## config.mk

```make
export PLATFORM = sky130hd
export DESIGN_NAME = comp2_serial_4bit
export DESIGN_NICKNAME = d
export VERILOG_FILES = /design/src/rtl/comp2_pkg.sv /design/src/rtl/comp2_bit_cell.sv /design/src/rtl/comp2_serial_4bit.sv
export SDC_FILE = /design/constraint.sdc
export NUM_CORES = 1
export LEC_CHECK = 0
export BUFFER_PORTS_ARGS = -buffer_cell sky130_fd_sc_hd__buf_2
export CORE_UTILIZATION = 51
export CTS_CLUSTER_SIZE = 12
export DETAILED_ROUTE_END_ITERATION = 10
export PLACE_DENSITY = 0.74
export REMOVE_ABC_BUFFERS = 1
export SYNTH_ARGS = -nofsm -noshare
export SYNTH_HDL_FRONTEND = slang
export SYNTH_SLANG_ARGS = --single-unit
```

## constraint.sdc

```tcl
create_clock -name clk -period 1.1 [get_ports clk]
set_input_delay 0.33 -clock clk [delete_from_list [all_inputs] [get_ports clk]]
set_output_delay 0.33 -clock clk [all_outputs]
set_load 0.02 [all_outputs]
```

## src/rtl/comp2_pkg.sv

```systemverilog
// Shared constants and FSM state type for the serial two's-complement negator.
package comp2_pkg;

    localparam int unsigned W = 4;

    typedef enum logic [1:0] {
        StIdle  = 2'b00,
        StShift = 2'b01,
        StDone  = 2'b10
    } state_e;

    localparam logic [W-1:0] OvfOperand = 4'b1000;

endpackage

```

## src/rtl/comp2_bit_cell.sv

```systemverilog
// One serial negation step: out = in XOR seen_one, where seen_one latches the first 1 seen.
module comp2_bit_cell (
    input  logic clk,
    input  logic rst,
    input  logic clr,
    input  logic en,
    input  logic b_in,
    output logic b_out
);

    logic seen_q;

    always_ff @(posedge clk) begin
        if (rst || clr) begin
            seen_q <= 1'b0;
        end else if (en) begin
            seen_q <= seen_q | b_in;
        end
    end

    assign b_out = b_in ^ seen_q;

endmodule

```

## src/rtl/comp2_serial_4bit.sv

```systemverilog
// Serial LSB-first two's-complement negator: IDLE -> 4 x SHIFT -> DONE -> IDLE.
module comp2_serial_4bit #(
    parameter int unsigned W = comp2_pkg::W
) (
    input  logic         clk,
    input  logic         rst,
    input  logic         start,
    input  logic [W-1:0] I,
    output logic         ready,
    output logic [W-1:0] O,
    output logic         done,
    output logic         ovf
);

    import comp2_pkg::*;

    state_e       state_q;
    logic [W-1:0] shift_q;
    logic [W-1:0] result_q;
    logic [W-1:0] o_q;
    logic [1:0]   cnt_q;
    logic         done_q;
    logic         ovf_q;

    logic         accept;
    logic         shifting;
    logic         bit_out;
    logic [W-1:0] result_next;

    assign accept      = (state_q == StIdle) && start;
    assign shifting    = (state_q == StShift);
    assign result_next = {bit_out, result_q[W-1:1]};

    comp2_bit_cell u_bit_cell (
        .clk   (clk),
        .rst   (rst),
        .clr   (accept),
        .en    (shifting),
        .b_in  (shift_q[0]),
        .b_out (bit_out)
    );

    always_ff @(posedge clk) begin
        if (rst) begin
            state_q  <= StIdle;
            shift_q  <= '0;
            result_q <= '0;
            o_q      <= '0;
            cnt_q    <= 2'd0;
            done_q   <= 1'b0;
            ovf_q    <= 1'b0;
        end else begin
            done_q <= 1'b0;
            ovf_q  <= 1'b0;
            case (state_q)
                StIdle: begin
                    if (start) begin
                        shift_q <= I;
                        cnt_q   <= 2'd0;
                        state_q <= StShift;
                    end
                end
                StShift: begin
                    shift_q  <= shift_q >> 1;
                    result_q <= result_next;
                    cnt_q    <= cnt_q + 2'd1;
                    if (cnt_q == 2'd3) begin
                        o_q     <= result_next;
                        done_q  <= 1'b1;
                        // Negation is a bijection, so a 1000 result implies a 1000 operand.
                        ovf_q   <= (result_next == OvfOperand);
                        state_q <= StDone;
                    end
                end
                StDone: begin
                    state_q <= StIdle;
                end
                default: begin
                    state_q <= StIdle;
                end
            endcase
        end
    end

    assign ready = (state_q == StIdle);
    assign O     = o_q;
    assign done  = done_q;
    assign ovf   = ovf_q;

endmodule
```

==> results.py, run 1 <==
metrics = {
    "cells_and_area": {
        "final_net_count": 104,
        "area_growth_syn_to_layout_pct": 32.1,
        "final_cell_count_no_fill": 109,
        "drive_gt1_share_pct": 43.6,
        "antenna_cells": 0,
        "fill_cells": 100,
    },
    "grt": {
        "grt_pass1_wl_um": 2270,
        "grt_pass1_vias": 512,
        "antenna_found_initial": 0,
        "grt_overflow": 0,
        "grt_max_degree": 12,
        "grt.total_usage_pct": 22.7,
    },
    "critical_path": {
        "path_class": "register to output pin",
        "cp.arrival_ns": 0.89,
        "start_kind": "register",
        "timing.rr.start": "state_q[0]",
        "cp-startpoint": "state_q[0]",
        "end_kind": "output pin",
        "worstPathRequired_ns": 0.77,
        "crit_path_max_fanout": 4,
    },
    "clocking": {
        "numClockSinks": 18,
        "cts.clk_slew.worst_paths_ns": 0.11,
        "clock_path_buffers": 2,
        "worstSkewPairLatency_ns": 0.29,
        "cts_tree": "yes",
        "hold_buffers": 0,
        "root_buffer": "clkbuf_4",
        "htreeDepth": 1,
        "cts_inserted_buffers": 3,
        "cts_setup_buffers": 0,
    },
    "outcome": {
        "status": "finished, violations left",
        "violations": "setup timing",
    },
    "floorplan": {
        "initial_utilization_pct": 55.9,
        "core_sq_um": 1320,
        "die_h_um": 40.0,
        "die_w_um": 40.0,
        "dieArea_sq_um": 1600,
        "pin_count": 14,
        "num_rows": 13,
    },
    "worst_hold_path": {
        "min_path_type": "primary input to register",
        "hold_path.startpoint": "rst",
    },
    "pwr": {
        "max-vdd-ir-drop_uv": 1050,
        "leakage_uw": 0.000427,
        "power_density_nw_per_um2": 1300,
        "power_uw": 1270,
    },
    "sta": {
        "fin_crit_ns": 1.22,
        "postLayoutSetupSlackWorst_ns": -0.122,
        "fmax_mhz": 818,
        "tightest_slew_ns": 0.222,
        "hold_viol": 0,
        "max-slew-margin-rel_pct": 84.8,
        "drv_slew": 0,
        "skew_ns": 0.00192,
        "rsz0062_at_grt": "true",
        "setup_viol": 2,
        "period_share_pct": 111,
    },
    "synth": {
        "yosys_register_bits": 18,
        "syn_avg_cell_area_sq_um": 9.70,
        "synth_area_sq_um": 737,
        "syn_inst": 76,
        "ys_seq_area_share_pct": 48.9,
        "synth_cell_types": 21,
        "yosysWarnings": 0,
    },
    "placement": {
        "routabilityCongestion": 0.681,
        "portBuffers": 13,
        "dp.cells": 105,
        "hpwl_um": 1060,
        "place_ws_ns": -0.0652,
    },
    "routing": {
        "drt_pass1_iterations": 4,
        "wl_per_cell_um": 14.0,
        "drt_iter0_markers": 16,
        "vias_per_cell": 5.59,
        "drc": 0,
        "totalWireLength_um": 1530,
        "ant_nets": 0,
        "vias": 609,
    },
    "run": {
        "drv_cap": 0,
    },
}
==> logic make-up after synthesis <==
| family | count (synthesis) | share of synthesized area, % |
|---|---|---|
| fa+ha+maj | 2 | 3.40 |
| mux | 8 | 10.9 |
| simple gates | 27 | 18.5 |
| compound gates | 13 | 12.1 |
| flops | 18 | 48.9 |
| buf+inv | 8 | 6.28 |
==> placed cells by master (no fill, tap or decap), types with 2 or more instances in the layout <==
master,instances
a21oi_1,5
a211oi_2,2
inv_1,4
a22oi_1,2
dfxtp_2,10
mux2i_1,8
nand3_1,4
nand2_1,5
buf_2,6
dfxtp_1,8
clkbuf_4,3
buf_4,4
buf_6,7
nor2_1,12
==> worst max-delay path: stages (launching register included) <==
cell,delay [ns]
dfxtp_2,0.36
nor2_4,0.12
buf_6,0.12
==> path summary, 6_finish.rpt <==
| path | endpoint | slack (ns) | depth (start not counted) |
|---|---|---|---|
| worst max-delay path | ready | -0.12 | 2 |
| worst max register to register | shift_q[1] | -0.05 | 4 |
| worst min-delay path | shift_q[3] | 0.31 | 2 |
| worst min register to register | O[0] | 0.46 | 2 |
==> state kept, by name, summed over array words and instances, names as in the netlist <==
| register | cells |
|---|---|
| result_q | 3 |
| u_bit_cell.seen_q | 1 |
| O | 4 |
| done | 1 |
| shift_q | 4 |
| cnt_q | 2 |
| state_q | 2 |
| ovf | 1 |
==> area by class of cell <==
type | count | area [sq um] | share of cell area (%)
clock buffers | 4 | 36.3 | 3.73
inverters | 4 | 15.0 | 1.54
multi-input cells | 50 | 372 | 38.2
flip-flops and latches | 18 | 373 | 38.3
well taps | 15 | 18.8 | 1.93
repair buffers | 18 | 159 | 16.3
==> stage by stage <==
step,setup TNS (ns),area [sq um],utilization [%],hold WS (ns)
final,-0.168,973,73.9,0.312
after global routing,-0.611,973,73.9,0.324
after CTS,-0.278,936,71.0,0.313
after detailed placement,-0.271,840,63.7,0.443
after global placement,-0.0830,840,63.7,0.438
after floorplan,-0.935,706,-,0.399
==> report_power, final <==
| group | switching, uW | internal [uW] | total, uW |
|---|---|---|---|
| logic | 81.7 | 77.8 | 159 |
| clock network | 212 | 201 | 413 |
| registers | 19.6 | 676 | 695 |
| total | 313 | 955 | 1270 |
==> timing repair <==
item,in CTS,in global routing
resized for setup,21,12
endpoints found under the setup margin,15,19
gates cloned,0,0
==> layer usage <==
metal	track usage (%)	vias to the layer above	share of wire, %
li1	-	295	-
met4	18.1	0	2.7
met1	26.7	290	42
met3	3.33	6	3.3
met2	36.3	18	52
met5	0	-	0
==> cell usage after synthesis, drive strengths merged <==
cell / number / share of area [%]
nand2: 5 / 2.5
buf: 4 / 4.2
and2b: 1 / 1.0
nand3: 4 / 2.7
a21oi: 5 / 3.4
o21ba: 1 / 1.4
nor3: 1 / 0.68
o21bai: 1 / 1.0
nor2: 14 / 7.5
mux2i: 8 / 11
inv: 4 / 2.0
a211oi: 3 / 3.1
dfxtp: 18 / 49
and4b: 1 / 1.4
a32oi: 1 / 1.2
nand3b: 1 / 2.7
ha: 2 / 3.4
a22oi: 2 / 2.0
No activity file was read; power rests on OpenSTA's default activity.
==> inputs of run 2 (changes only) <==
--- a/config.mk
+++ b/config.mk
@@ -9,8 +9,9 @@
 export CORE_UTILIZATION = 51
 export CTS_CLUSTER_SIZE = 12
 export DETAILED_ROUTE_END_ITERATION = 10
-export PLACE_DENSITY = 0.74
+export PLACE_DENSITY = 0.84
 export REMOVE_ABC_BUFFERS = 1
+export SLEW_MARGIN = 40
 export SYNTH_ARGS = -nofsm -noshare
 export SYNTH_HDL_FRONTEND = slang
 export SYNTH_SLANG_ARGS = --single-unit
==> run 2 against run 1 <==
The flow still finishes with violations (setup timing). Utilization rose by 1.8 points. Total power shrank 0.42%. Via count decreased by 1.3%. Clock power hardly changed.
==> results.py, run 2 (synthesized netlist as in run 1, its figures left out) <==
metrics = {
    "clocking": {
        "hold_buffers": 0,
        "clock_path_buffers": 2,
        "cts.clk_slew.worst_paths_ns": 0.10,
        "worstSkewPairLatency_ns": 0.30,
        "cts_inserted_buffers": 3,
        "numClockSinks": 18,
        "htreeDepth": 1,
        "cts_tree": "yes",
        "root_buffer": "clkbuf_4",
    },
    "pwr": {
        "combPwrFrac_pct": 12.4,
        "swShare_pct": 24.5,
        "leakage_uw": 0.000444,
        "seqPwrFrac_pct": 54.9,
        "clockPowerShare_pct": 32.7,
        "internal_power_uw": 953,
        "max-vdd-ir-drop_uv": 1030,
        "power_density_nw_per_um2": 1270,
        "p_sw_uw": 309,
    },
    "floorplan": {
        "num_rows": 13,
        "die_h_um": 40.0,
        "dieArea_sq_um": 1600,
        "core_sq_um": 1320,
        "pin_count": 14,
        "initial_utilization_pct": 55.9,
        "die_w_um": 40.0,
    },
    "placement": {
        "place_ws_ns": -0.0222,
        "hpwl_um": 1000,
        "routabilityCongestion": 0.777,
        "portBuffers": 13,
    },
    "outcome": {
        "violations": "setup timing",
        "status": "finished, violations left",
    },
    "critical_path": {
        "crit_path_max_fanout": 2,
        "cp.arrival_ns": 0.98,
        "path_class": "register to output pin",
        "reg2reg_to": "shift_q[1]",
        "timing.rr.start": "state_q[1]",
        "end_kind": "output pin",
        "r2r_cells": 5,
        "start_kind": "register",
        "worstPathRequired_ns": 0.77,
        "worst-r2r-setup-slack_ns": -0.14,
    },
    "sta": {
        "period_share_pct": 119,
        "fin_crit_ns": 1.31,
        "drv_slew": 0,
        "rsz0062_at_grt": "true",
        "fmax_mhz": 765,
        "fin_hold_ws_ns": 0.349,
        "skew_ns": 0.00117,
        "postLayoutSetupSlackWorst_ns": -0.207,
        "tightest_slew_ns": 0.240,
        "setup_viol": 6,
        "max-slew-margin-rel_pct": 84.0,
        "hold_viol": 0,
    },
    "routing": {
        "vias_per_cell": 5.27,
        "ant_nets": 0,
        "drt_iter0_markers": 15,
        "drt_pass1_iterations": 3,
        "wl_per_cell_um": 13.6,
        "vias": 601,
        "drc": 0,
        "totalWireLength_um": 1550,
    },
    "grt": {
        "grt_overflow": 0,
        "grt_max_degree": 11,
        "grt_pass1_wl_um": 2360,
        "grt.total_usage_pct": 24.1,
        "grt_pass1_vias": 525,
        "antenna_found_initial": 0,
    },
    "cells_and_area": {
        "final_net_count": 109,
        "fill_cells": 87,
        "antenna_cells": 0,
        "layout.cells.most_common": "nor2_1",
        "area_growth_syn_to_layout_pct": 35.3,
        "layout_common_cells": "nor2_1 (12), dfxtp_1 (10), buf_4 (9)",
        "drive_gt1_share_pct": 44.4,
    },
    "worst_hold_path": {
        "hold_path_end": "done",
        "holdPathStages": 2,
        "hold_path.startpoint": "rst",
        "min_path_type": "primary input to register",
    },
    "run": {
        "drv_cap": 0,
    },
}
-- run 2: cell count changes in the layout (fill, tap and decap cells not counted), sizes merged --
cell | previous run | this run
buf | 18 | 23
-- run 2: layout make-up --
| cell class | count | area, sq um | share of cell area [%] |
|---|---|---|---|
| Sequential cell | 18 | 370 | 37.1 |
| Timing Repair Buffer | 23 | 188 | 18.8 |
| Inverter | 4 | 15.0 | 1.51 |
| Multi-Input combinational cell | 50 | 369 | 37.0 |
| Clock buffer | 4 | 36.3 | 3.64 |
| Tap cell | 15 | 18.8 | 1.88 |
-- run 2: timing repair --
| item | 4_1_cts | 5_1_grt |
|---|---|---|
| pin swaps | 3 | 1 |
| endpoints found under the setup margin | 13 | 19 |
| cloned | 0 | 0 |
| resized for setup | 21 | 12 |
| buffers inserted | 2 | 2 |
| hold endpoints to repair | 0 | 0 |
-- run 2: worst max-delay path by stage --
stage | start | to | depth (start not counted)
finish | state_q[1] | ready | 3
global route | state_q[1] | ready | 3
CTS | state_q[1] | ready | 3
detailed placement | state_q[0] | result_q[1] | 3
global placement | state_q[0] | result_q[3] | 3
floorplan | state_q[0] | result_q[1] | 3
-- run 2: metrics by stage --
stage,setup TNS (ns),total power (uW),instance area [sq um],util [%],std cells
6_report,-0.647,1260,997,75.7,114
2_1_floorplan,-0.935,779,706,-,72
3_5_place_dp,-0.0901,834,835,63.3,106
3_3_place_gp,0,827,835,63.3,106
4_1_cts,-0.570,1240,947,71.9,112
5_1_grt,-1.20,1320,997,75.7,114
-- run 2: worst max-delay path, stage by stage (launching register included) --
cell     delay, ns
dfxtp_2       0.34
buf_6         0.12
nor2_4        0.09
buf_6         0.12
-- run 2: power by group through the flow --
| stage | combinational, uW | clock, uW | sequential [uW] |
|---|---|---|---|
| 2_1_floorplan | 71.8 | 0 | 707 |
| 3_3_place_gp | 123 | 0 | 703 |
| 3_5_place_dp | 128 | 0 | 706 |
| 4_1_cts | 143 | 409 | 692 |
| 5_1_grt | 171 | 455 | 696 |
| 6_report | 156 | 413 | 694 |
-- run 2: metal layers --
metal / up-vias / part of all wire, % / global-route usage [%]
met3: 6 / 2.7 / 10.0
met2: 7 / 49 / 37.1
met4: 0 / 2.7 / 15.5
li1: 309 / - / -
met1: 279 / 46 / 27.2
met5: - / 0 / 0
==> inputs of run 3 (changes only) <==
--- a/config.mk
+++ b/config.mk
@@ -6,11 +6,14 @@
 export NUM_CORES = 1
 export LEC_CHECK = 0
 export BUFFER_PORTS_ARGS = -buffer_cell sky130_fd_sc_hd__buf_2
+export CAP_MARGIN = 20
+export CORE_MARGIN = 3
 export CORE_UTILIZATION = 51
 export CTS_CLUSTER_SIZE = 12
 export DETAILED_ROUTE_END_ITERATION = 10
 export PLACE_DENSITY = 0.84
 export REMOVE_ABC_BUFFERS = 1
+export SETUP_SLACK_MARGIN = 0.3
 export SLEW_MARGIN = 40
 export SYNTH_ARGS = -nofsm -noshare
 export SYNTH_HDL_FRONTEND = slang
==> run 3 against run 2 <==
The run still ends with setup timing left. Register-to-register slack worse by 0.06 ns. Clock power increased by 3%. Wire length up 31%. Critical path depth unchanged. Via count is 9.5% higher. Maximum frequency is 1.6% lower. Critical endpoint unchanged. Largest power group unchanged. Highest routed layer unchanged.
==> results.py, run 3 (synthesized netlist as in run 1, its figures left out) <==
metrics = {
    "sta": {
        "rsz0062_at_grt": "true",
        "setup_tns_ns": -1.74,
        "setup_viol": 21,
        "tightest_slew_ns": 0.263,
        "max-slew-margin-rel_pct": 82.4,
        "postLayoutSetupSlackWorst_ns": -0.228,
        "period_share_pct": 121,
        "hold_viol": 0,
        "fmax_mhz": 753,
        "skew_ns": 0.00928,
        "fin_crit_ns": 1.33,
        "drv_slew": 0,
    },
    "floorplan": {
        "num_rows": 13,
        "die_w_um": 44.0,
        "pin_count": 14,
        "dieArea_sq_um": 1940,
        "die_h_um": 44.0,
        "core_sq_um": 1330,
        "initial_utilization_pct": 55.3,
    },
    "pwr": {
        "power_density_nw_per_um2": 1170,
        "leakage_uw": 0.000477,
        "max-vdd-ir-drop_uv": 1140,
    },
    "clocking": {
        "root_buffer": "clkbuf_4",
        "clock_path_buffers": 2,
        "htreeDepth": 1,
        "numClockSinks": 18,
        "cts_tree": "yes",
        "cts_inserted_buffers": 3,
        "worstSkewPairLatency_ns": 0.31,
        "cts.clk_slew.worst_paths_ns": 0.11,
    },
    "grt": {
        "grt_overflow": 0,
        "grt_max_degree": 13,
        "antenna_found_initial": 0,
        "grt_pass1_wl_um": 2840,
        "grt.total_usage_pct": 21.2,
        "grt_pass1_vias": 617,
    },
    "critical_path": {
        "start_kind": "register",
        "cpMostUsedCell": "buf_6",
        "r2r_cells": 6,
        "reg2reg_to": "ovf",
        "path_cells": "buf_6 > nor2_4 > buf_6",
        "worst-r2r-setup-slack_ns": -0.20,
        "end_kind": "output pin",
        "cpMaxStageDelayCell": "dfxtp_2",
        "crit_path_max_fanout": 2,
        "worstPathRequired_ns": 0.77,
        "slowest_delay_ns": 0.34,
        "timing.rr.start": "state_q[1]",
        "path_class": "register to output pin",
        "cp.arrival_ns": 1.00,
    },
    "routing": {
        "totalWireLength_um": 2030,
        "wl_per_cell_um": 17.4,
        "drt_iter0_markers": 7,
        "drc": 0,
        "ant_nets": 0,
        "vias_per_cell": 5.62,
        "drt_pass1_iterations": 4,
        "vias": 658,
    },
    "worst_hold_path": {
        "hold_path_end": "done",
        "hold_path.startpoint": "rst",
        "holdPathStages": 2,
        "min_path_type": "primary input to register",
    },
    "cells_and_area": {
        "area_growth_syn_to_layout_pct": 53.3,
        "layout_common_cells": "buf_6 (12), dfxtp_2 (9), nor2_1 (9)",
        "layout.cells.most_common": "buf_6",
        "final_net_count": 112,
        "drive_gt1_share_pct": 60.8,
        "antenna_cells": 0,
    },
    "placement": {
        "hpwl_um": 1060,
        "place_ws_ns": -0.0720,
        "portBuffers": 13,
        "routabilityCongestion": 0.741,
    },
    "outcome": {
        "violations": "setup timing",
        "status": "finished, violations left",
    },
    "run": {
        "drv_cap": 0,
    },
}
run 3: cell count changes in the layout (fill, tap and decap cells not counted), moves of 2 or more:
cell | before | now
buf_6 | 8 | 12
nand2_1 | 5 | 1
nand2_2 | 0 | 4
nor2_1 | 12 | 9
a21oi_1 | 5 | 3
a21oi_2 | 0 | 2
buf_4 | 9 | 7
dfxtp_1 | 10 | 8
nor2_4 | 2 | 4
run 3: repair_timing:
action | in CTS | in global routing
hold buffers | 0 | 0
resized for setup | 45 | 15
pin swaps | 17 | 6
setup buffers | 3 | 5
setup endpoints to repair | 25 | 25
run 3: worst max-delay path, delay by kind of cell, from the launching register on:
family | cells | cell delay [ns]
AND/OR/NAND/NOR | 1 | 0.10
flip-flops | 1 | 0.34
buffers and inverters | 2 | 0.24
run 3: metal layers:
layer  wire length [um]  GRT usage, %
met1                920          23.0
met2                993          35.5
met3                 61          3.66
met4                 54          18.1
met5                  0             0
run 3: power by group:
part / internal (uW) / leakage (uW) / switching (uW)
sequential: 675 / 0.000152 / 22.8
clock: 203 / 0.0000210 / 224
combinational: 101 / 0.000305 / 101
run 3: final cells by class:
class                           instances  area [sq um]
Sequential cell                        18           375
Timing Repair Buffer                   26           238
Fill cell                              64           204
Inverter                                4          15.0
Tap cell                               15          18.8
Clock buffer                            4          36.3
Multi-Input combinational cell         50           447
run 3: worst max-delay path by stage:
| stage | end | startpoint | depth (start not counted) |
|---|---|---|---|
| 3_5_place_dp | result_q[1] | state_q[0] | 3 |
| 3_3_place_gp | ready | state_q[1] | 3 |
| 6_report | ready | state_q[1] | 3 |
| 2_1_floorplan | result_q[1] | state_q[0] | 3 |
| 4_1_cts | ready | state_q[1] | 3 |
| 5_1_grt | ready | state_q[1] | 3 |
run 3: metrics by stage:
step                      util (%)  hold WS (ns)  cell area [sq um]  power (uW)  instances
final                         84.7         0.297               1130        1320        117
after global routing          84.7         0.292               1130        1370        117
after CTS                     77.0         0.273               1030        1260        112
after detailed placement      62.0         0.444                827         832        105
after global placement        62.0         0.442                827         824        105
after floorplan                  -         0.399                706         779         72
